$ cat config.mk
export PLATFORM = sky130hd
export DESIGN_NAME = alu_sequencer_flat
export DESIGN_NICKNAME = d
export VERILOG_FILES = /design/src/rtl/alu_sequencer_pkg.sv /design/src/rtl/alu_sequencer_if.sv /design/src/rtl/alu_sequencer_wait_counter.sv /design/src/rtl/alu_sequencer.sv /design/src/flat_wrapper.sv
export SDC_FILE = /design/constraint.sdc
export NUM_CORES = 1
export LEC_CHECK = 0
export ABC_AREA = 1
export CAP_MARGIN = 0
export CELL_PAD_IN_SITES_DETAIL_PLACEMENT = 1
export CELL_PAD_IN_SITES_GLOBAL_PLACEMENT = 2
export CORE_UTILIZATION = 25
export DETAILED_ROUTE_END_ITERATION = 10
export GPL_TIMING_DRIVEN = 0
export PLACE_DENSITY = 0.84
export SLEW_MARGIN = 25
export SYNTH_ARGS = -nofsm -noshare
export SYNTH_HDL_FRONTEND = slang
export SYNTH_SLANG_ARGS = --single-unit
$ cat constraint.sdc
create_clock -name clk -period 3.5 [get_ports clk]
set_input_delay 0.525 -clock clk [delete_from_list [all_inputs] [get_ports clk]]
set_output_delay 0.525 -clock clk [all_outputs]
set_load 0.03 [all_outputs]
$ cat src/rtl/alu_sequencer_pkg.sv
// Shared opcode constants, FSM state encoding and destination decode for the ALU issue sequencer.
// Build option ALU_SEQ_ZERO_FLAG_EN is handled in the interface and the top, not here.
package alu_seq_pkg;

    localparam int CNT_W = 3;

    localparam logic [2:0] OP_SUM  = 3'd0;
    localparam logic [2:0] OP_CPL  = 3'd1;
    localparam logic [2:0] OP_SHR  = 3'd2;
    localparam logic [2:0] OP_SHL  = 3'd3;
    localparam logic [2:0] OP_CMPC = 3'd4;
    localparam logic [2:0] OP_CMPN = 3'd5;
    localparam logic [2:0] OP_RSVD = 3'd6;
    localparam logic [2:0] OP_LOAD = 3'd7;

    typedef enum logic [1:0] {
        IDLE  = 2'd0,
        ISSUE = 2'd1,
        WAIT  = 2'd2,
        WB    = 2'd3
    } state_t;

    // True for opcodes whose mux result lands in the accumulator.
    function automatic logic is_acc_dest(input logic [2:0] op);
        case (op)
            OP_SUM, OP_CPL, OP_SHR, OP_SHL, OP_LOAD: return 1'b1;
            default:                                 return 1'b0;
        endcase
    endfunction

endpackage

$ cat src/rtl/alu_sequencer_if.sv
// Instruction, ALU and status bundle between the sequencer (slave) and its environment (master).
// zero_flag exists only when ALU_SEQ_ZERO_FLAG_EN is defined.
interface alu_seq_if #(
    parameter int WIDTH = 4
) ();
    import alu_seq_pkg::*;

    // Instruction handshake: a transfer happens on a rising edge where instr_valid and
    // instr_ready are both high; the source holds opcode/operand stable while valid is high.
    logic             instr_valid;
    logic [2:0]       instr_opcode;
    logic [WIDTH-1:0] instr_operand;
    logic             instr_ready;

    logic [2:0]       alu_opcode;
    logic [WIDTH-1:0] alu_a;
    logic [WIDTH-1:0] alu_b;
    logic [WIDTH-1:0] alu_result;

    logic [WIDTH-1:0] acc;
    logic [1:0]       cmp_flags;
    logic             result_valid;
    logic             illegal_op;
    state_t           dbg_state;

`ifdef ALU_SEQ_ZERO_FLAG_EN
    logic             zero_flag;

    modport slave (
        input  instr_valid, instr_opcode, instr_operand, alu_result,
        output instr_ready, alu_opcode, alu_a, alu_b, acc, cmp_flags,
               result_valid, illegal_op, dbg_state, zero_flag
    );

    modport master (
        output instr_valid, instr_opcode, instr_operand, alu_result,
        input  instr_ready, alu_opcode, alu_a, alu_b, acc, cmp_flags,
               result_valid, illegal_op, dbg_state, zero_flag
    );
`else
    modport slave (
        input  instr_valid, instr_opcode, instr_operand, alu_result,
        output instr_ready, alu_opcode, alu_a, alu_b, acc, cmp_flags,
               result_valid, illegal_op, dbg_state
    );

    modport master (
        output instr_valid, instr_opcode, instr_operand, alu_result,
        input  instr_ready, alu_opcode, alu_a, alu_b, acc, cmp_flags,
               result_valid, illegal_op, dbg_state
    );
`endif

endinterface

$ cat src/rtl/alu_sequencer_wait_counter.sv
// Loadable 3-bit down-counter timing the ALU latency; done marks the last wait cycle.
module alu_seq_wait_counter
    import alu_seq_pkg::*;
(
    input  logic             clk,
    input  logic             reset,
    input  logic             load_i,
    input  logic [CNT_W-1:0] load_val_i,
    input  logic             dec_i,
    output logic             done_o
);

    logic [CNT_W-1:0] count_q;

    always_ff @(posedge clk) begin
        if (reset) begin
            count_q <= '0;
        end else if (load_i) begin
            count_q <= load_val_i;
        end else if (dec_i && (count_q != '0)) begin
            count_q <= count_q - 1'b1;
        end
    end

    assign done_o = (count_q == CNT_W'(1));

endmodule

$ cat src/rtl/alu_sequencer.sv
// Issue controller for the 4-bit ALU: accepts one instruction, waits ALU_LATENCY, writes back.
// Optional zero_flag output is built when ALU_SEQ_ZERO_FLAG_EN is defined.
module alu_sequencer
    import alu_seq_pkg::*;
#(
    parameter int WIDTH       = 4,
    parameter int ALU_LATENCY = 1
) (
    input logic      clk,
    input logic      reset,
    alu_seq_if.slave bus
);

    localparam logic [CNT_W-1:0] LAT = CNT_W'(ALU_LATENCY);

    state_t           state_q;
    logic [2:0]       opcode_q;
    logic [WIDTH-1:0] b_q;
    logic [WIDTH-1:0] acc_q;
    logic [1:0]       cmp_q;
    logic             ready_q;
    logic             valid_q;
    logic             illegal_q;
`ifdef ALU_SEQ_ZERO_FLAG_EN
    logic             zero_q;
`endif

    logic cnt_load_d;
    logic cnt_dec_d;
    logic cnt_done;

    assign cnt_load_d = (state_q == ISSUE);
    assign cnt_dec_d  = (state_q == WAIT);

    alu_seq_wait_counter u_wait_counter (
        .clk        (clk),
        .reset      (reset),
        .load_i     (cnt_load_d),
        .load_val_i (LAT),
        .dec_i      (cnt_dec_d),
        .done_o     (cnt_done)
    );

    always_ff @(posedge clk) begin
        if (reset) begin
            state_q   <= IDLE;
            opcode_q  <= OP_SUM;
            b_q       <= '0;
            acc_q     <= '0;
            cmp_q     <= '0;
            ready_q   <= 1'b1;
            valid_q   <= 1'b0;
            illegal_q <= 1'b0;
`ifdef ALU_SEQ_ZERO_FLAG_EN
            zero_q    <= 1'b1;
`endif
        end else begin
            valid_q <= 1'b0;
            case (state_q)
                IDLE: begin
                    if (bus.instr_valid && ready_q) begin
                        opcode_q <= bus.instr_opcode;
                        b_q      <= bus.instr_operand;
                        // Reserved opcode is dropped on the spot; the sequencer stays ready.
                        if (bus.instr_opcode == OP_RSVD) begin
                            illegal_q <= 1'b1;
                        end else begin
                            state_q <= ISSUE;
                            ready_q <= 1'b0;
                        end
                    end
                end
                ISSUE: begin
                    if (LAT == '0) begin
                        state_q <= WB;
                        valid_q <= 1'b1;
                    end else begin
                        state_q <= WAIT;
                    end
                end
                WAIT: begin
                    if (cnt_done) begin
                        state_q <= WB;
                        valid_q <= 1'b1;
                    end
                end
                WB: begin
                    if (is_acc_dest(opcode_q)) begin
                        acc_q <= bus.alu_result;
`ifdef ALU_SEQ_ZERO_FLAG_EN
                        zero_q <= (bus.alu_result == '0);
`endif
                    end else if (opcode_q == OP_CMPC) begin
                        cmp_q[0] <= bus.alu_result[0];
                    end else if (opcode_q == OP_CMPN) begin
                        cmp_q[1] <= bus.alu_result[0];
                    end
                    state_q <= IDLE;
                    ready_q <= 1'b1;
                end
                default: begin
                    state_q <= IDLE;
                    ready_q <= 1'b1;
                end
            endcase
        end
    end

    assign bus.instr_ready  = ready_q;
    assign bus.alu_opcode   = opcode_q;
    assign bus.alu_a        = acc_q;
    assign bus.alu_b        = b_q;
    assign bus.acc          = acc_q;
    assign bus.cmp_flags    = cmp_q;
    assign bus.result_valid = valid_q;
    assign bus.illegal_op   = illegal_q;
    assign bus.dbg_state    = state_q;
`ifdef ALU_SEQ_ZERO_FLAG_EN
    assign bus.zero_flag    = zero_q;
`endif

endmodule

$ cat src/flat_wrapper.sv
// flat-port wrapper written by rule: the top's interface ports become plain ports
module alu_sequencer_flat import alu_seq_pkg::*;
#(
    parameter int WIDTH       = 4,
    parameter int ALU_LATENCY = 1
)
  (clk, reset, bus_instr_valid, bus_instr_opcode, bus_instr_operand, bus_alu_result, bus_instr_ready, bus_alu_opcode, bus_alu_a, bus_alu_b, bus_acc, bus_cmp_flags, bus_result_valid, bus_illegal_op, bus_dbg_state);
  alu_seq_if #(.WIDTH(WIDTH)) bus_i ();
  input logic clk;
  input logic reset;
  input wire logic [$bits(bus_i.instr_valid)-1:0] bus_instr_valid;
  input wire logic [$bits(bus_i.instr_opcode)-1:0] bus_instr_opcode;
  input wire logic [$bits(bus_i.instr_operand)-1:0] bus_instr_operand;
  input wire logic [$bits(bus_i.alu_result)-1:0] bus_alu_result;
  output wire logic [$bits(bus_i.instr_ready)-1:0] bus_instr_ready;
  output wire logic [$bits(bus_i.alu_opcode)-1:0] bus_alu_opcode;
  output wire logic [$bits(bus_i.alu_a)-1:0] bus_alu_a;
  output wire logic [$bits(bus_i.alu_b)-1:0] bus_alu_b;
  output wire logic [$bits(bus_i.acc)-1:0] bus_acc;
  output wire logic [$bits(bus_i.cmp_flags)-1:0] bus_cmp_flags;
  output wire logic [$bits(bus_i.result_valid)-1:0] bus_result_valid;
  output wire logic [$bits(bus_i.illegal_op)-1:0] bus_illegal_op;
  output wire logic [$bits(bus_i.dbg_state)-1:0] bus_dbg_state;
  assign bus_i.instr_valid = bus_instr_valid;
  assign bus_i.instr_opcode = bus_instr_opcode;
  assign bus_i.instr_operand = bus_instr_operand;
  assign bus_i.alu_result = bus_alu_result;
  assign bus_instr_ready = bus_i.instr_ready;
  assign bus_alu_opcode = bus_i.alu_opcode;
  assign bus_alu_a = bus_i.alu_a;
  assign bus_alu_b = bus_i.alu_b;
  assign bus_acc = bus_i.acc;
  assign bus_cmp_flags = bus_i.cmp_flags;
  assign bus_result_valid = bus_i.result_valid;
  assign bus_illegal_op = bus_i.illegal_op;
  assign bus_dbg_state = bus_i.dbg_state;
  alu_sequencer #(.WIDTH(WIDTH), .ALU_LATENCY(ALU_LATENCY)) u_core (.clk(clk), .reset(reset), .bus(bus_i));
endmodule
==> impl_metrics.tcl, run 1 <==
set metrics [dict create \
    status "completed" \
    grt.total_usage 0.142 \
    synth_top_area_cell "dfxtp_1" \
    max_cap_violations 0 \
    vias_per_cell 4.36 \
    post_cts_resized 0 \
    synth_cell_type_count 16 \
    crit_path_start_kind "flip-flop" \
    rsz0062_at_grt "false" \
    async_reset_ff_frac 0 \
    crit_path_max_incr_delay_ns 0.72 \
    hold_viol_final 0 \
    postCtsSetupRepairBufs 0 \
    fmax_mhz 511 \
    synthToLayoutAreaGrowth_pct 45.6 \
    synth_top_area_frac 0.419 \
    dr.pass1.iters 4 \
    worstPathRequired_ns 2.97 \
    ys_seq_area_frac 0.419 \
    cts_max_path_buffers 2 \
    yosys_warnings 0 \
    synth_area_leaders "dfxtp_1, nor2_1, ha_1" \
    hold_slack_ns 0.495 \
    numPortBuffers 35 \
    clk_latency_ns 0.26 \
    via_count 968 \
    wl_per_cell_um 12.1 \
    die_h_um 65.3 \
    finalWorstSetupSlack_ns 1.54 \
    power.density_mw_per_mm2 733 \
    placeableCoreArea_sq_mm 0.00374 \
    cts_buffers 3 \
    synth_nets 157 \
    crit_buf_inv 1 \
    power_frac_seq 0.325 \
    cp_slowest_cell "clkdlybuf4s50_1" \
    grt_max_degree 13 \
    syn-mean-instance-area_sq_um 7.42 \
    n_antenna_cell 0 \
    die_w_um 65.3 \
    p_int_w 0.000598 \
    layout.nets 197 \
    drt_wl_total_um 2680 \
    p_switching_w 0.000471 \
    gp_congestion 0.768 \
    p_comb_frac 0.524 \
    p_sw_frac 0.441 \
    min_period_over_period 0.559 \
    critPathKind "flip-flop to output port" \
    die-area_sq_mm 0.00427 \
    path_clk_slew_ns 0.08 \
    holdCritPathClass "flip-flop to flip-flop" \
    postCtsHoldBufs 0 \
    start_util 0.268 \
    peakVddDrop_v 0.000385 \
    cts_root_buf "clkbuf_8" \
    synth_edf_count 0 \
    finClkSkew_ns 0.00195 \
    cts_sinks 21 \
    fp-row-count 22 \
    cts_tree "yes" \
    pre_cts_slack_ns 1.76 \
    antenna_found_initial 0 \
    synth_commonest_cells "nor2_1, dfxtp_1, nand2_1" \
    fin_tns_setup_ns 0 \
    synth_most_common_cell "nor2_1" \
    dpl-instance-area_sq_mm 0.00141 \
    cp-end-kind "output port" \
    crit_fanout 6 \
    drt_iter0_drc 23 \
    slew_headroom 0.782 \
    grt_pass1_wl_um 4650 \
    drv_slew 0 \
    h-tree-depth 1 \
    ys_seq_elements 21 \
    place_hpwl_um 2040 \
    p_leak_nw 0.641 \
    pwr-share-clk 0.151 \
    finalSetupViolCount 0 \
    tightest_slew_ns 0.326 \
    drive_above_1_share 0.0862 \
    synth_ff_type "dfxtp_1" \
    arrival_ns 1.43 \
    fillCellCount 468 \
    syn_inst 135 \
    drc 0 \
    pin_count 36 \
    critical_path.top_delay_family "buffers and inverters" \
    grt_pass1_vias 1014 \
    period_needed_ns 1.96 \
    ant_nets 0 \
    synth.cell_area_sq_mm 0.00100 \
    gr-total-overflow 0 \
    post-route-cell-area_sq_mm 0.00146 \
    crit_chain "clkdlybuf4s50_1" \
]
state kept, by name (all words and copies together), names as in the netlist:
| name | flops |
|---|---|
| u_core.bus.instr_ready | 1 |
| u_core.bus.acc | 4 |
| u_core.bus.result_valid | 1 |
| u_core.bus.alu_opcode | 3 |
| u_core.bus.cmp_flags | 2 |
| u_core.u_wait_counter.count_q | 3 |
| u_core.bus.illegal_op | 1 |
| u_core.bus.dbg_state | 2 |
| u_core.bus.alu_b | 4 |
per-layer routing:
metal  global-route usage  routed length (um)  up-vias
li1                     -                   -      500
met1                0.169                1240      441
met2                0.253                1310       22
met3               0.0330                 110        5
met4               0.0408                  27        0
met5                    0                   0        -
power groups by stage:
stage	registers (W)	clock network (W)	logic (W)
2_1_floorplan	0.000440	0	0.000277
3_3_place_gp	0.000349	0	0.000544
3_5_place_dp	0.000353	0	0.000562
4_1_cts	0.000348	0.000171	0.000569
5_1_grt	0.000357	0.000181	0.000627
6_report	0.000347	0.000162	0.000560
stage by stage:
step | total power [W] | instances | util
2_1_floorplan | 0.000717 | 135 | -
3_3_place_gp | 0.000893 | 218 | 0.377
3_5_place_dp | 0.000915 | 218 | 0.377
4_1_cts | 0.00109 | 222 | 0.390
5_1_grt | 0.00117 | 222 | 0.390
6_report | 0.00107 | 222 | 0.390
final timing paths:
check,start,endpoint,slack (ns),cells past startpoint
setup / recovery,u_core.bus.alu_opcode[0]$_SDFFE_PP0P_,bus_alu_opcode[0],1.54,1
hold / removal,u_core.bus.alu_opcode[2]$_SDFFE_PP0P_,u_core.bus.alu_opcode[2]$_SDFFE_PP0P_,0.49,2
setup reg to reg,u_core.bus.dbg_state[0]$_SDFFE_PP0P_,u_core.bus.alu_opcode[2]$_SDFFE_PP0P_,2.19,7
hold reg to reg,u_core.bus.alu_opcode[2]$_SDFFE_PP0P_,u_core.bus.alu_opcode[2]$_SDFFE_PP0P_,0.49,2
cell type report:
| type | count | area (sq um) | share of cell area |
|---|---|---|---|
| Buffer | 5 | 37.5 | 0.0257 |
| Tap cell | 48 | 60.1 | 0.0412 |
| Clock inverter | 1 | 5.00 | 0.00343 |
| Timing Repair Buffer | 35 | 350 | 0.240 |
| Sequential cell | 21 | 420 | 0.288 |
| Inverter | 16 | 62.6 | 0.0429 |
| Multi-Input combinational cell | 93 | 482 | 0.330 |
| Clock buffer | 3 | 41.3 | 0.0283 |
cell usage in the layout, fill, tap and decap left out, types with 2 or more instances in the layout:
master	n
a21oi_1	7
o21ai_0	11
nand3_1	6
nor2_1	32
nand2_1	21
dfxtp_1	21
clkdlybuf4s50_1	35
nand4_1	3
buf_4	5
ha_1	8
inv_1	14
nor2_2	2
clkbuf_8	3
cells by family after synthesis:
kind of cell | Yosys count | synth area share
fa+ha+maj | 8 | 0.0999
simple gates | 66 | 0.286
flops | 21 | 0.419
buf+inv | 21 | 0.0999
compound gates | 19 | 0.0949
Power figures use the tool's default switching activity.
==> run 2, diff against run 1 <==
- CORE_UTILIZATION: 25 -> 23
- PLACE_DENSITY: 0.84 -> 0.79
- clock period: 3.5 -> 2 ns (I/O delays scaled with it)
==> impl_metrics.tcl, run 2 (synthesis results as in run 1) <==
set metrics [dict create \
    grt.total_usage 0.121 \
    die_h_um 68.0 \
    drive_above_1_share 0.0805 \
    cp_slowest_cell "clkdlybuf4s50_1" \
    drc 0 \
    finalSetupViolCount 0 \
    post_cts_resized 0 \
    arrival_ns 1.38 \
    rsz0062_at_grt "false" \
    pwr-share-clk 0.152 \
    h-tree-depth 1 \
    p_int_w 0.00105 \
    finClkSkew_ns 0.00526 \
    fmax_mhz 594 \
    place_hpwl_um 2070 \
    die_w_um 68.0 \
    power.density_mw_per_mm2 1270 \
    grt_util_met1 0.147 \
    tightest_slew_ns 0.319 \
    busiest_layer "met2" \
    slew_headroom 0.787 \
    grt.met2_usage 0.217 \
    dp.cells 220 \
    period_needed_ns 1.68 \
    numPortBuffers 35 \
    drv_slew 0 \
    fp-row-count 23 \
    crit_buf_inv 1 \
    fillCellCount 514 \
    cts_sinks 21 \
    seq_area_sq_um 420 \
    path_clk_slew_ns 0.08 \
    worstPathRequired_ns 1.70 \
    power_frac_seq 0.327 \
    use_met3 0.0217 \
    p_sw_frac 0.436 \
    placeableCoreArea_sq_mm 0.00409 \
    p_leak_nw 0.638 \
    postCtsSetupRepairBufs 0 \
    gp_congestion 0.725 \
    drt_iter0_drc 20 \
    die-area_sq_mm 0.00463 \
    min_period_over_period 0.842 \
    dr.pass1.iters 4 \
    hold_viol_final 0 \
    antenna_found_initial 0 \
    status "completed" \
    grt_pass1_wl_um 4250 \
    grt_pass1_vias 970 \
    wl_per_cell_um 11.5 \
    cts_buffers 3 \
    cp-end-kind "output port" \
    crit_chain "clkdlybuf4s50_1" \
    synthToLayoutAreaGrowth_pct 45.7 \
    critPathKind "flip-flop to output port" \
    final_common_cell "clkdlybuf4s50_1" \
    crit_fanout 5 \
    cts_max_path_buffers 2 \
    gr-total-overflow 0 \
    p_comb_frac 0.521 \
    stdcell_count 224 \
    critical_path.top_delay_family "buffers and inverters" \
    clk_latency_ns 0.26 \
    ant_nets 0 \
    start_util 0.245 \
    postCtsHoldBufs 0 \
    pin_count 36 \
    most-common-layout-cells "clkdlybuf4s50_1, nor2_1, nand2_1, dfxtp_1, inv_1" \
    holdCritPathClass "flip-flop to flip-flop" \
    crit_path_max_incr_delay_ns 0.71 \
    cts_tree "yes" \
    p_switching_w 0.000810 \
    max_cap_violations 0 \
    grt_max_degree 12 \
    via_count 965 \
    peakVddDrop_v 0.000522 \
    cts_root_buf "clkbuf_8" \
    multi_input_area_sq_um 482 \
    n_antenna_cell 0 \
    vias_per_cell 4.31 \
    fin_tns_setup_ns 0 \
    layout.nets 197 \
    crit_path_start_kind "flip-flop" \
    drt_wl_total_um 2570 \
]
[run 2: cell count changes in the layout (fill, tap and decap cells not counted)]
| cell | before | now |
|---|---|---|
| clkbuf_1 | 0 | 1 |
| clkinv_2 | 1 | 0 |
[run 2: per-layer routing]
| metal | vias up | part of all wire |
|---|---|---|
| li1 | 499 | - |
| met1 | 440 | 0.46 |
| met2 | 24 | 0.46 |
| met3 | 2 | 0.076 |
| met4 | 0 | 0.0031 |
| met5 | - | 0 |
[run 2: power by group through the flow]
stage                     combinational, W  sequential, W  clock (W)
after floorplan                   0.000485       0.000770          0
after global placement            0.000956       0.000611          0
after detailed placement          0.000979       0.000618          0
after CTS                         0.000982       0.000609   0.000295
after global routing               0.00108       0.000625   0.000314
final                             0.000967       0.000607   0.000282
[run 2: cell type report]
type / count / area share
Timing Repair Buffer: 35 / 0.240
Tap cell: 50 / 0.0428
Buffer: 5 / 0.0257
Clock buffer: 4 / 0.0308
Inverter: 16 / 0.0428
Multi-Input combinational cell: 93 / 0.330
Sequential cell: 21 / 0.288
[run 2: worst register-to-register path, delay by kind of cell, from the launching register on]
kind,cells,cell delay [ns]
buffers and inverters,3,0.32
flip-flops,1,0.41
adder cells (fa/ha/maj),1,0.24
AND/OR/NAND/NOR,4,0.25
[run 2: final timing paths]
path | start | end | slack, ns | depth (start not counted)
hold reg to reg | u_core.bus.illegal_op$_SDFFE_PP0P_ | u_core.bus.illegal_op$_SDFFE_PP0P_ | 0.49 | 2
setup / recovery | u_core.bus.dbg_state[0]$_SDFFE_PP0P_ | bus_dbg_state[0] | 0.32 | 1
hold / removal | u_core.bus.illegal_op$_SDFFE_PP0P_ | u_core.bus.illegal_op$_SDFFE_PP0P_ | 0.49 | 2
setup reg to reg | u_core.bus.dbg_state[0]$_SDFFE_PP0P_ | u_core.bus.illegal_op$_SDFFE_PP0P_ | 0.67 | 8
[run 2: stage by stage]
step | util | instance area (sq um) | hold WS [ns] | power (W) | setup WS (ns)
6_report | 0.357 | 1460 | 0.487 | 0.00186 | 0.315
5_1_grt | 0.357 | 1460 | 0.529 | 0.00202 | 0.248
4_1_cts | 0.357 | 1460 | 0.492 | 0.00189 | 0.300
3_5_place_dp | 0.346 | 1420 | 0.469 | 0.00160 | 0.513
3_3_place_gp | 0.346 | 1420 | 0.457 | 0.00157 | 0.527
2_1_floorplan | - | 1000 | 0.372 | 0.00125 | 0.588
==> RTL edit: new RTL, settings of run 1 <==
The package constant `CNT_W` goes from 3 to 6.
--- a/src/rtl/alu_sequencer_pkg.sv
+++ b/src/rtl/alu_sequencer_pkg.sv
@@ -4,3 +4,3 @@
 
-    localparam int CNT_W = 3;
+    localparam int CNT_W = 6;
 
Function: no difference found for any inputs over 10 cycles, from zero or initial values and one cycle with reset high; that may be too few to reach the edited logic, so the function may still have changed.
==> RTL edit against run 1 <==
Setup slack better by 0.036 ns; design area is 11% higher; sequential cell count rose by 3; synthesized area up 15%; register-to-register slack worse by 0.08 ns; power is 4.1% higher; routed wire length increased by 11%; critical path type unchanged; largest power group unchanged.
==> RTL edit: results (changes against run 1) <==
status - finished clean
share of cells above drive strength 1 - 7.61% (-1.0 points)
Sw Share - 42.2% (-1.9 points)
Met1 Wirelength - 1400 um (+13%)
fraction of registers with async set/reset - 0% (unchanged)
initial antenna violation count - 0 (unchanged)
first-pass GRT wire length - 5200 um (+12%)
post-CTS sizing - 0 (unchanged)
top cells by area, synth - dfxtp_1 (42%), nand2_1 (11%), ha_1 (8.7%), a21oi_1 (7.8%), inv_1 (6.8%)
CTS max path bufs - 2 (unchanged)
Max IR drop VDD - 0.284 mV (-26%)
TritonCTS buffer count - 3 (unchanged)
max reg flops - 6
relative slew slack - 78.8% (+0.64 points)
setup tns final - 0 ns (unchanged)
register area share after synthesis - 41.7% (-0.25 points)
Pint - 0.643 mW (+7.6%)
Highest Signal Layer - met4
GR Layer Usage met1 - 16.1% (-0.80 points)
clock group total power - 0.196 mW (+21%)
vias in the first global route - 1170 (+15%)
antenna diode count - 0 (unchanged)
1st-pass router iterations - 3 (-1)
skew final - 0.00381 ns (+0.00186 ns)
Root Buffer - clkbuf_8
power share of the combinational group - 48.8% (-3.6 points)
post-synth cell types - 16 (unchanged)
met2 layer wire length in the routed design - 1440 um (+9.9%)
Worst-Skew Late Latency - 0.27 ns
Met3 Wirelength - 111 um (+0.91%)
DR WL/cell - 12.0 um (-0.80%)
Synth Flop Type - dfxtp_1
M3 GR Usage - 2.16% (-1.1 points)
Synthesis Warnings - 0 (unchanged)
Commonest cells post-synth - nand2_1 (35), dfxtp_1 (24), inv_1 (21)
Post-CTS Setup Inserts - 0 (unchanged)
DP HPWL - 2350 um (+15%)
clk slew on worst S/H paths - 0.09 ns
syn_nets - 181 (+15%)
CP max stage delay - 0.65 ns (-0.07 ns)
crit path max fanout - 3 (-3)
routability cong. - 0.697 (-9.3%)
# port buffers - 34 (-2.9%)
initial drt markers - 7 (-70%)
GR Util met2 - 22.8% (-2.5 points)
# H-tree levels - 1 (unchanged)
slowest CP cell - clkdlybuf4s50_1
Post-synth EDFFs - 0 (unchanged)
Top delay family on crit path - buffers and inverters
WP data arrival - 1.39 ns (-0.04 ns)
largest net degree at the start of global routing - 14 (+1)
Nets - 220 (+12%)
GR Util All Layers - 12.9% (-1.3 points)
LEAKAGE - 0.673 nW (+5.1%)
Vias/cell - 4.48 (+2.7%)
Biggest register - u_core.u_wait_counter.count_q
# fillers - 537 (+15%)
Hold Path Class - register to register
RTL edit: cell count changes after synthesis, moves of 3 or more:
cell            run 1  this run
nand2_1            21        35
nor2_1             32        20
a21oi_1             7        18
inv_1              14        21
buf_2               0         3
dfxtp_1            21        24
xor2_1              0         3
RTL edit: cell families (layout without fill, tap and decap cells):
group | after synthesis | after routing | synth area share, %
compound gates | 27 | 27 | 11.7
xor+xnor | 3 | 3 | 2.28
fa+ha+maj | 8 | 8 | 8.69
buf+inv | 29 | 67 | 11.1
flops | 24 | 24 | 41.7
simple gates | 68 | 68 | 24.5
RTL edit: cell type report:
type / instances / area share, %
multi-input cells: 106 / 33.7
repair buffers: 34 / 21.1
clock buffers: 4 / 3.41
plain buffers: 7 / 2.79
flip-flops and latches: 24 / 29.8
inverters: 22 / 5.12
well taps: 52 / 4.03
RTL edit: path summary, 6_finish.rpt:
check                                                          start  slack (ns)                                   end  depth (start not counted)
worst max-delay path                  u_core.bus.acc[2]$_SDFFE_PP0P_        1.58                          bus_alu_a[2]                          2
worst min-delay path            u_core.bus.cmp_flags[1]$_SDFFE_PP0P_        0.45  u_core.bus.cmp_flags[1]$_SDFFE_PP0P_                          2
worst max register to register  u_core.bus.dbg_state[1]$_SDFFE_PP0P_        2.11        u_core.bus.acc[1]$_SDFFE_PP0P_                          6
worst min register to register  u_core.bus.cmp_flags[1]$_SDFFE_PP0P_        0.45  u_core.bus.cmp_flags[1]$_SDFFE_PP0P_                          2
RTL edit: through the flow:
stage	hold slack (ns)	setup WS (ns)	std cells	instance area [um^2]
global route	0.494	1.50	249	1610
global placement	0.449	1.78	245	1560
finish	0.455	1.58	249	1610
floorplan	0.458	2.08	159	1150
CTS	0.463	1.57	249	1610
detailed placement	0.448	1.75	245	1560
